## src/rtl/add_seq_32bit.sv

```systemverilog
// Two-cycle 32-bit adder that reuses one 16-bit carry-lookahead adder.
// The low half is added first and its carry is registered for the high half.
module carry_look_ahead_16bit (
  input  logic [15:0] a,
  input  logic [15:0] b,
  input  logic        cin,
  output logic [15:0] sum,
  output logic        cout
);

  logic [15:0] g;
  logic [15:0] p;
  logic [16:0] c;
  logic [3:0]  gg;
  logic [3:0]  gp;
  logic [4:0]  gc;

  assign g = a & b;
  assign p = a ^ b;

  // Group generate/propagate per nibble, carries looked ahead across groups.
  always_comb begin
    gc = '0;
    gg = '0;
    gp = '0;
    c  = '0;
    gc[0] = cin;
    for (int j = 0; j < 4; j++) begin
      gg[j] = g[4*j+3]
            | (p[4*j+3] & g[4*j+2])
            | (p[4*j+3] & p[4*j+2] & g[4*j+1])
            | (p[4*j+3] & p[4*j+2] & p[4*j+1] & g[4*j]);
      gp[j] = &p[4*j +: 4];
      gc[j+1] = gg[j] | (gp[j] & gc[j]);
    end
    for (int j = 0; j < 4; j++) begin
      c[4*j] = gc[j];
      for (int i = 0; i < 3; i++) begin
        c[4*j+i+1] = g[4*j+i] | (p[4*j+i] & c[4*j+i]);
      end
    end
    c[16] = gc[4];
  end

  assign sum  = p ^ c[15:0];
  assign cout = c[16];

endmodule

module add_seq_32bit (
  input  logic        clk,
  input  logic        rst,
  input  logic        in_valid,
  output logic        in_ready,
  input  logic [31:0] a,
  input  logic [31:0] b,
  input  logic        cin,
  output logic        out_valid,
  input  logic        out_ready,
  output logic [31:0] sum,
  output logic        cout,
  output logic        overflow
);

  typedef enum logic [1:0] {
    IDLE = 2'd0,
    LO   = 2'd1,
    HI   = 2'd2,
    DONE = 2'd3
  } state_t;

  state_t      state;
  logic [31:0] a_r;
  logic [31:0] b_r;
  logic        cin_r;
  logic        carry_r;
  logic [31:0] sum_r;
  logic        cout_r;
  logic        ovf_r;
  logic        in_ready_r;
  logic        out_valid_r;

  logic [15:0] cla_a;
  logic [15:0] cla_b;
  logic        cla_cin;
  logic [15:0] cla_sum;
  logic        cla_cout;

  // Adder inputs stay at zero outside LO/HI so it does not toggle idly.
  always_comb begin
    cla_a   = '0;
    cla_b   = '0;
    cla_cin = 1'b0;
    unique case (state)
      LO: begin
        cla_a   = a_r[15:0];
        cla_b   = b_r[15:0];
        cla_cin = cin_r;
      end
      HI: begin
        cla_a   = a_r[31:16];
        cla_b   = b_r[31:16];
        cla_cin = carry_r;
      end
      default: ;
    endcase
  end

  carry_look_ahead_16bit u_cla (
    .a    (cla_a),
    .b    (cla_b),
    .cin  (cla_cin),
    .sum  (cla_sum),
    .cout (cla_cout)
  );

  always_ff @(posedge clk) begin
    if (rst) begin
      state       <= IDLE;
      a_r         <= '0;
      b_r         <= '0;
      cin_r       <= 1'b0;
      carry_r     <= 1'b0;
      sum_r       <= '0;
      cout_r      <= 1'b0;
      ovf_r       <= 1'b0;
      in_ready_r  <= 1'b1;
      out_valid_r <= 1'b0;
    end else begin
      unique case (state)
        IDLE: begin
          if (in_valid) begin
            a_r        <= a;
            b_r        <= b;
            cin_r      <= cin;
            in_ready_r <= 1'b0;
            state      <= LO;
          end
        end
        LO: begin
          sum_r[15:0] <= cla_sum;
          carry_r     <= cla_cout;
          state       <= HI;
        end
        HI: begin
          sum_r[31:16] <= cla_sum;
          cout_r       <= cla_cout;
          ovf_r        <= (a_r[31] == b_r[31]) & (cla_sum[15] != a_r[31]);
          out_valid_r  <= 1'b1;
          state        <= DONE;
        end
        DONE: begin
          if (out_ready) begin
            out_valid_r <= 1'b0;
            in_ready_r  <= 1'b1;
            state       <= IDLE;
          end
        end
        default: state <= IDLE;
      endcase
    end
  end

  assign in_ready  = in_ready_r;
  assign out_valid = out_valid_r;
  assign sum       = sum_r;
  assign cout      = cout_r;
  assign overflow  = ovf_r;

endmodule
```

## config.mk

```make
export PLATFORM = sky130hd
export DESIGN_NAME = add_seq_32bit
export DESIGN_NICKNAME = d
export VERILOG_FILES = /design/src/rtl/add_seq_32bit.sv
export SDC_FILE = /design/constraint.sdc
export NUM_CORES = 1
export LEC_CHECK = 0
export BUFFER_PORTS_ARGS = -buffer_cell sky130_fd_sc_hd__clkbuf_2
export CAP_MARGIN = 5
export CORE_MARGIN = 2
export CORE_UTILIZATION = 33
export DETAILED_ROUTE_END_ITERATION = 10
export PLACE_DENSITY = 0.62
export REMOVE_ABC_BUFFERS = 1
export SETUP_SLACK_MARGIN = 0.4
export SYNTH_ARGS = -nofsm -noshare
export SYNTH_HDL_FRONTEND = slang
export SYNTH_SLANG_ARGS = --single-unit
```

## constraint.sdc

```tcl
create_clock -name clk -period 6.5 [get_ports clk]
set_input_delay 0.65 -clock clk [delete_from_list [all_inputs] [get_ports clk]]
set_output_delay 0.65 -clock clk [all_outputs]
set_load 0.02 [all_outputs]
```

==> qor.txt, run 1 <==
Skew-Pair Late Insertion Delay = 340 ps
vias per cell = 4.84
# clock sinks = 104
final setup vio count = 0
PortBufs = 104
DR WL/cell = 13.6 um
Syn Inst Count = 587
gr usage total = 14.9%
Critical Path AT = 4940 ps
internal reg-to-reg setup slack = 1730 ps
PwrDens = 382 nW/um2
I/O Pins = 105
Hold Fails Final Rpt = 0
Residual DRC = 0
post-synthesis sequential area ratio = 42.8%
critical path's largest stage delay = 800 ps
first-pass GRT wire length = 19.3 mm
Die Footprint = 15,700 um2
grt total ovfl = 0
worst-case clock buffer depth = 2
Yosys Warn Count = 0
largest net degree at the start of global routing = 105
antenna viol nets, final = 0
total core area = 14,500 um2
Post-Syn Area = 4870 um2
synth unique cells = 35
clock skew = 12.0 ps
CTS buffer count = 9
Layout area overhead = 17.3%
LEAKAGE = 0.00237 uW
initial core utilization = 33.6%
postcts setup bufs = 0
most frequent cells in the layout = nand2_1 (144), dfxtp_1 (104), clkbuf_2 (103)
Critical Path Start Type = flop
commonest non-fill, non-tap cell in the layout = nand2_1
die width = 125 um
unrepaired setup endpoints after global routing = false
vias in the first global route = 4,120
Syn Area/Cell = 8.29 um2
clk root buf = clkbuf_16
final setup TNS = 0 ps
Placer Congestion = 0.735
ANT cells = 0
critical path class = reg2reg
Post-CTS Resized = 0
Die H = 125 um
Design Power = 2180 uW
outcome = finished clean
drt pass-1 iters = 4
DR vias = 4,105
Max Clk Rate = 0.210 GHz
clock slew at reported path FFs = 60 ps
slew margin rel. = 21.4%
Req. time, crit path = 6670 ps
Slowest cell on crit path = ha_2
antenna violations before repair = 0
min cycle time layout = 4770 ps
synthesis-stage register bit count = 104
crit-path cells = inv_1 -> ha_2 -> buf_4 -> a22o_1 -> and2_1 -> ha_1 -> nand4_1 -> a31oi_1 -> o21ai_1 -> a31oi_2 -> or2_1 -> fa_1 -> fa_1 -> inv_1 -> fa_1 -> xnor2_1 -> nor2_1 -> a21oi_1 -> a211oi_1
# H-tree levels = 3
Tcrit/Tclk final = 73.4%
Most common cell on crit path = fa_1
detailed router's first-iteration violation count = 220
Worst-Margin Slew = 1180 ps
num rows = 44
CP Capture Type = flop
CP max FO = 46
Hold WC Path Type = reg2reg
layout cell share with drive strength beyond 1 = 20.3%
routed wire length = 11.5 mm
CTS tree = done
hold buffers post-CTS = 0
Peak VDD IR = 0.155 mV
Pins Over Slew Limit = 0
Max-cap violations = 0
Nets = 762
post-DP HPWL = 8.26 mm
==> registers in the layout (all words and copies together), names as in the netlist <==
| register | cells |
|---|---|
| carry_r | 1 |
| overflow | 1 |
| cin_r | 1 |
| a_r | 32 |
| out_valid | 1 |
| b_r | 32 |
| state | 2 |
| cout | 1 |
| in_ready | 1 |
| sum | 32 |
==> final cells by class <==
class / count / area (um2)
Multi-Input combinational cell: 419 / 2520
Timing Repair Buffer: 106 / 538
Tap cell: 184 / 230
Fill cell: 1475 / 8770
Sequential cell: 104 / 2080
Clock buffer: 13 / 250
Inverter: 21 / 78.8
Clock inverter: 1 / 5.00
==> power breakdown <==
group / switching, uW / total [uW] / internal, uW / leakage (uW)
clock: 214 / 480 / 266 / 0.000126
combinational: 530 / 815 / 285 / 0.00139
sequential: 95.8 / 885 / 789 / 0.000851
==> worst paths after layout <==
check	end	from	cells after the start
worst min-delay path	b_r[25]	b_r[25]	2
worst max-delay path	overflow	state[0]	19
worst max register to register	overflow	state[0]	19
worst min register to register	b_r[25]	b_r[25]	2
==> critical path: cells and delay by family, from the launching register on <==
kind	cells	cell delay, ps
buf+inv	3	590
flops	1	340
fa+ha+maj	5	2090
compound gates	6	770
xor+xnor	1	200
simple gates	4	600
==> cells in the mapped netlist <==
master / count / area (um2)
xnor2_1: 4 / 35.0
a21o_1: 1 / 7.51
and3_4: 1 / 11.3
nand4_2: 1 / 12.5
clkbuf_1: 18 / 67.6
a22o_1: 15 / 131
inv_1: 10 / 37.5
and2_1: 8 / 50.1
dfxtp_1: 104 / 2080
ha_1: 20 / 250
nor2_1: 41 / 154
or2_1: 1 / 6.26
nor2b_1: 21 / 131
o21ai_0: 1 / 5.00
buf_6: 1 / 11.3
buf_2: 18 / 90.1
a31oi_2: 1 / 12.5
o21bai_1: 1 / 7.51
nand2b_1: 1 / 6.26
a22oi_1: 18 / 135
o21a_1: 2 / 15.0
nand2_1: 145 / 544
o21ai_1: 3 / 15.0
nand3_1: 1 / 5.00
and3_1: 4 / 25.0
a21oi_1: 75 / 375
a41oi_1: 1 / 8.76
a211oi_1: 23 / 173
buf_1: 6 / 22.5
nand4_1: 2 / 12.5
a31oi_1: 1 / 6.26
mux2i_1: 13 / 130
inv_2: 11 / 41.3
fa_1: 12 / 240
nor3_1: 2 / 10.0
==> through the flow <==
step / utilization [%] / area (um2) / cells / worst slack, ps / hold slack, ps
global placement: 37.7 / 5450 / 834 / 1950 / 445
detailed placement: 37.7 / 5450 / 834 / 1750 / 447
floorplan: - / 4680 / 544 / 1730 / 430
global route: 39.4 / 5710 / 848 / 1350 / 474
CTS: 39.4 / 5710 / 848 / 1750 / 456
finish: 39.4 / 5710 / 848 / 1730 / 457
==> routing by layer <==
layer / track usage, % / part of all wire [%] / vias to the layer above
met2: 25.2 / 49 / 87
li1: - / - / 2117
met3: 3.55 / 3.8 / 12
met4: 4.25 / 1.2 / 0
met1: 19.0 / 46 / 1889
met5: 0 / 0 / -
==> kinds of logic after synthesis <==
kind of cell	Yosys count	synth area share [%]
simple gates	228	19.9
buf+inv	64	5.55
fa+ha+maj	32	10.1
flops	104	42.8
compound gates	142	18.3
xor+xnor	4	0.720
mux	13	2.67
(Power assumes the default switching activity.)
==> run 2: changes to the inputs <==
PLACE_DENSITY = 0.64   (was 0.62)
clock period = 4.2 ns   (was 6.5 ns; I/O delays follow)
==> run 2 against run 1 <==
  * Power up 81%
  * Highest routed layer unchanged
  * Flip-flop and latch count unchanged
  * Setup slack worse by 1300 ps
  * Final area grew 11%
  * Register-to-register slack lost 1300 ps
  * Critical path type unchanged
==> qor.txt, run 2 (synthesis gave the netlist of run 1 again) <==
Hold WC Path Type = in2reg
critical path's top delay family = adder cells
DR WL/cell = 13.9 um (+2.8%)
CP Capture Type = flop
P_sw = 1470 uW (+75%)
clk root buf = clkbuf_16
met3 routed WL = 451 um (+3.0%)
Most common cell on crit path = fa_2
CTS tree = done
largest net degree at the start of global routing = 105 (unchanged)
Design Power = 3950 uW (+81%)
commonest non-fill, non-tap cell in the layout = nand2_1
num rows = 44 (unchanged)
most frequent cells in the layout = nand2_1 (139), clkbuf_2 (103), dfxtp_1 (102)
Pins Over Slew Limit = 0 (unchanged)
dpl cells = 845 (+1.3%)
I/O Pins = 105 (unchanged)
Critical Path Start Type = flop
vias in the first global route = 4,021 (-2.4%)
PwrDens = 621 nW/um2 (+63%)
Residual DRC = 0 (unchanged)
hold slack = 289 ps (-169 ps)
Peak VDD IR = 0.263 mV (+69%)
Max Clk Rate = 0.265 GHz (+26%)
Placer Congestion = 0.767 (+4.4%)
utilization after layout = 43.9% (+4.5 points)
min cycle time layout = 3770 ps (-998 ps)
Hold Fails Final Rpt = 0 (unchanged)
hold buffers post-CTS = 0 (unchanged)
first-pass GRT wire length = 19.7 mm (+1.9%)
Cell Int Power = 2480 uW (+85%)
Die H = 125 um (unchanged)
Tcrit/Tclk final = 89.8% (+16 points)
DR WL met2 = 6.02 mm (+7.8%)
clock skew = 7.87 ps (-4.11 ps)
part of the power in the clock network = 21.8% (-0.2 points)
unrepaired setup endpoints after global routing = true
# clock sinks = 104 (unchanged)
crit path buf inv count = 4 (+1)
Slowest cell on crit path = dfxtp_4
number of fill cells = 1,467 (-0.54%)
Skew-Pair Late Insertion Delay = 350 ps (about the same)
crit-path cells = inv_4 -> ha_4 -> buf_12 -> buf_6 -> a22o_1 -> and2_1 -> ha_1 -> a21o_1 -> a21oi_2 -> a31oi_4 -> or2_1 -> fa_2 -> fa_2 -> inv_2 -> fa_2 -> xnor2_2 -> nor2_1 -> a21oi_1 -> a211oi_1
LEAKAGE = 0.00263 uW (+11%)
Gate power share = 43.5% (+6.1 points)
DR vias = 4,222 (+2.9%)
drt pass-1 iters = 4 (unchanged)
outcome = finished clean
total core area = 14,500 um2 (unchanged)
antenna violations before repair = 0 (unchanged)
final setup vio count = 0 (unchanged)
sw frac = 37.3% (-1.3 points)
slew margin rel. = 24.1% (+2.7 points)
Worst-Margin Slew = 1140 ps (-36.6 ps)
Layout area overhead = 30.6%
Critical Path AT = 3950 ps (-990 ps)
ANT cells = 0 (unchanged)
Die Footprint = 15,700 um2 (unchanged)
Nets = 798 (+4.7%)
post-DP HPWL = 7.90 mm (-4.4%)
final setup TNS = 0 ps (unchanged)
vias per cell = 4.77 (-1.6%)
critical path class = reg2reg
fin cells = 886 (+4.5%)
Highest Signal Layer = met4
die width = 125 um (unchanged)
power share of the sequential group = 34.7% (-5.9 points)
register area = 2090 um2 (+0.36%)
M1 WL = 5.75 mm (+7.6%)
initial core utilization = 33.6% (unchanged)
clock slew at reported path FFs = 70 ps (about the same)
worst-case clock buffer depth = 2 (unchanged)
Max-cap violations = 0 (unchanged)
CP max FO = 5 (-89%)
Req. time, crit path = 4380 ps (-2290 ps)
routed wire length = 12.3 mm (+7.4%)
critical path's largest stage delay = 370 ps (-430 ps)
PortBufs = 104 (unchanged)
CTS buffer count = 9 (unchanged)
detailed router's first-iteration violation count = 217 (-1.4%)
# H-tree levels = 3 (unchanged)
gr usage total = 15.2% (+0.30 points)
multi-input gate area in the final layout = 2700 um2 (+6.7%)
antenna viol nets, final = 0 (unchanged)
grt total ovfl = 0 (unchanged)
layout cell share with drive strength beyond 1 = 30.5% (+10 points)
[run 2: final cells by class]
| class | count | share of cell area, % |
|---|---|---|
| multi-input cells | 419 | 42.4 |
| inverters | 21 | 1.32 |
| well taps | 184 | 3.62 |
| flip-flops and latches | 104 | 32.9 |
| clock buffers | 12 | 4.03 |
| clock inverters | 4 | 0.826 |
| repair buffers | 142 | 15.0 |
[run 2: routing by layer]
layer,vias up,GRT usage [%]
met5,-,0
li1,2192,-
met4,0,3.59
met2,86,25.8
met1,1934,19.6
met3,10,3.51
[run 2: metrics by stage]
step / setup WS [ps] / area (um2)
final: 430 / 6360
after global routing: 235 / 6360
after CTS: 407 / 6010
after detailed placement: 4.09 / 5540
after global placement: 101 / 5540
after floorplan: -566 / 4680
[run 2: power by group through the flow]
stage / registers, uW / logic [uW] / clock network, uW
floorplan: 1460 / 786 / 0
global placement: 1380 / 1310 / 0
detailed placement: 1380 / 1330 / 0
CTS: 1370 / 1460 / 878
global route: 1400 / 1880 / 929
finish: 1370 / 1720 / 861
[run 2: worst min-delay path: stages]
cell	delay, ps
clkbuf_2	80
nand2_1	40
a21oi_1	50
[run 2: timing repair]
item | in CTS | in global routing
gates resized for setup | 23 | 46
endpoints found under the hold margin | 0 | 0
pin swaps | 9 | 26
cloned | 0 | 3
endpoints found under the setup margin | 9 | 7
buffers inserted | 10 | 12
[run 2: worst paths after layout]
path / from / to / slack (ps) / depth (start not counted)
max: state[1] / overflow / 430 / 19
min: a[17] / a_r[17] / 290 / 3
max reg2reg: state[1] / overflow / 430 / 19
min reg2reg: a_r[28] / a_r[28] / 460 / 2
==> run 3: changes to the inputs <==
CORE_UTILIZATION = 49   (was 33)
PLACE_DENSITY = 0.85   (was 0.64)
==> run 3 against run 2 <==
  * Sequential power is essentially flat
  * Global-route usage rose by 5.9 points
  * Via count is 5.4% higher
  * Setup slack better by 33 ps
  * Wire length shrank 0.19%
  * Register-to-register slack improved by 30 ps
  * First-iteration DRC count shrank 5.1%
  * Power shrank 7.5%
  * Clock-buffer cell count decreased by 1
  * Flip-flop and latch count unchanged
  * Non-clock buffer count fell by 8
  * Combinational power decreased by 5%
==> qor.txt, run 3 (synthesis gave the netlist of run 1 again) <==
outcome = finished clean
die width = 104 um (-17%)
antenna violations before repair = 0 (unchanged)
DR vias = 4,452 (+5.4%)
Req. time, crit path = 4410 ps (+30 ps)
sw frac = 39.8% (+2.5 points)
slew margin rel. = 21.4% (-2.6 points)
Max-cap violations = 0 (unchanged)
met3 routed WL = 635 um (+41%)
reg2reg end = overflow
vias per cell = 5.38 (+13%)
LEAKAGE = 0.00252 uW (-4.4%)
P_sw = 1450 uW (-1.3%)
unrepaired setup endpoints after global routing = true
M1 WL = 5.18 mm (-9.9%)
# H-tree levels = 3 (unchanged)
internal reg-to-reg setup slack = 460 ps (+30 ps)
routed wire length = 12.3 mm (-0.19%)
Max Clk Rate = 0.268 GHz (+0.89%)
drt pass-1 iters = 5 (+1)
clock slew at reported path FFs = 100 ps (+30 ps)
Tcrit/Tclk final = 89.0% (-0.79 points)
DR WL met2 = 6.27 mm (+4.2%)
CTS tree = done
number of fill cells = 797 (-46%)
PwrDens = 595 nW/um2 (-4.1%)
DR WL/cell = 14.9 um (+6.9%)
Skew-Pair Late Insertion Delay = 370 ps (+20 ps)
first-pass GRT wire length = 18.9 mm (-3.7%)
Residual DRC = 0 (unchanged)
critical path class = reg2reg
detailed router's first-iteration violation count = 206 (-5.1%)
Placer Congestion = 0.752 (-2.1%)
Highest Signal Layer = met4
largest net degree at the start of global routing = 105 (unchanged)
CP max FO = 6 (+1)
clk root buf = clkbuf_8
antenna viol nets, final = 0 (unchanged)
vias in the first global route = 4,205 (+4.6%)
worst setup path start = state[0]
initial core utilization = 50.0% (+16 points)
Die H = 104 um (-17%)
num rows = 36 (-18%)
Die Footprint = 10,700 um2 (-32%)
commonest non-fill, non-tap cell in the layout = nand2_1
CP Capture Type = flop
part of the power in the clock network = 17.3% (-4.5 points)
register area = 2090 um2 (unchanged)
power share of the sequential group = 37.8% (+3.1 points)
Critical Path AT = 3950 ps (about the same)
ANT cells = 0 (unchanged)
post-DP HPWL = 7.64 mm (-3.3%)
Pins Over Slew Limit = 0 (unchanged)
Critical Path Start Type = flop
hold buffers post-CTS = 0 (unchanged)
Hold Fails Final Rpt = 0 (unchanged)
Nets = 790 (-1.0%)
I/O Pins = 105 (unchanged)
final setup vio count = 0 (unchanged)
Hold WC Path Type = in2reg
grt total ovfl = 0 (unchanged)
Worst-Margin Slew = 1170 ps (+35.5 ps)
Reg-to-Reg Start = state[0]
Gate power share = 44.9% (+1.4 points)
Worst Setup Slack, final = 463 ps (+33.1 ps)
total core area = 9730 um2 (-33%)
multi-input gate area in the final layout = 2780 um2 (+3.2%)
CTS buffer count = 9 (unchanged)
worst-case clock buffer depth = 2 (unchanged)
crit path capture = overflow
Cell Int Power = 2200 uW (-11%)
Peak VDD IR = 0.258 mV (-1.9%)
number of cells on the worst reg-to-reg path = 19 (unchanged)
Design Power = 3650 uW (-7.5%)
pre-CTS WS = -19.9 ps (-24.0 ps)
# clock sinks = 104 (unchanged)
gr usage total = 21.1% (+5.9 points)
most frequent cells in the layout = nand2_1 (139), clkbuf_2 (103), dfxtp_1 (102)
clock skew = 14.0 ps (+6.17 ps)
min cycle time layout = 3740 ps (-33.1 ps)
layout cell share with drive strength beyond 1 = 31.4% (+0.93 points)
PortBufs = 104 (unchanged)
Layout area overhead = 26.0%
run 3: changes by cell type in the layout (fill, tap and decap cells not counted), sizes merged:
| cell | before | now |
|---|---|---|
| clkinvlp | 3 | 1 |
| clkinv | 0 | 3 |
| buf | 36 | 31 |
| clkbuf | 118 | 114 |
run 3: area by class of cell:
cell class,count,share of cell area (%)
Inverter,21,1.37
Clock inverter,5,0.918
Multi-Input combinational cell,419,45.3
Timing Repair Buffer,134,13.3
Sequential cell,104,34.1
Clock buffer,11,2.30
Tap cell,133,2.71
run 3: metal layers:
| layer | global-route usage (%) | vias up |
|---|---|---|
| met5 | 0 | - |
| met4 | 7.53 | 0 |
| met3 | 2.89 | 22 |
| met2 | 37.2 | 142 |
| met1 | 26.4 | 2121 |
| li1 | - | 2167 |
run 3: power by group through the flow:
| stage | Combinational, uW | Sequential [uW] | Clock, uW |
|---|---|---|---|
| global placement | 1230 | 1370 | 0 |
| global route | 1780 | 1400 | 674 |
| finish | 1640 | 1380 | 633 |
| CTS | 1440 | 1370 | 630 |
| detailed placement | 1280 | 1380 | 0 |
| floorplan | 786 | 1460 | 0 |
run 3: worst min path at each step:
stage / startpoint / end / depth (start not counted)
6_report: b[26] / b_r[26] / 3
2_1_floorplan: a_r[15] / a_r[15] / 2
3_5_place_dp: a_r[5] / a_r[5] / 2
4_1_cts: b[26] / b_r[26] / 3
5_1_grt: a[11] / a_r[11] / 3
3_3_place_gp: cin_r / cin_r / 2
run 3: worst max-delay path, cell delays in order, from the launching register on:
cell	delay (ps)
dfxtp_4	380
inv_4	80
ha_4	220
buf_6	160
a22oi_2	60
nor2b_2	240
ha_4	260
nand4_1	110
a31oi_2	110
o21ai_2	150
a31oi_2	110
or2_1	250
fa_2	350
fa_2	360
inv_2	80
fa_2	240
xnor2_4	140
nor2_2	60
a21oi_2	130
a211oi_2	80
run 3: timing repair:
action,4_1_cts,5_1_grt
buffers inserted,13,12
gates resized for setup,31,48
pin swaps,11,32
endpoints found under the setup margin,9,7
run 3: metrics by stage:
stage          instance area [um2]  setup TNS [ps]  utilization [%]  hold slack (ps)  cells
2_1_floorplan                 4680           -2760                -              430    544
3_3_place_gp                  5410               0             55.6              442    786
3_5_place_dp                  5410           -19.9             55.6              448    786
4_1_cts                       5820               0             59.8              255    815
5_1_grt                       6130               0             63.1              264    827
6_report                      6130               0             63.1              254    827
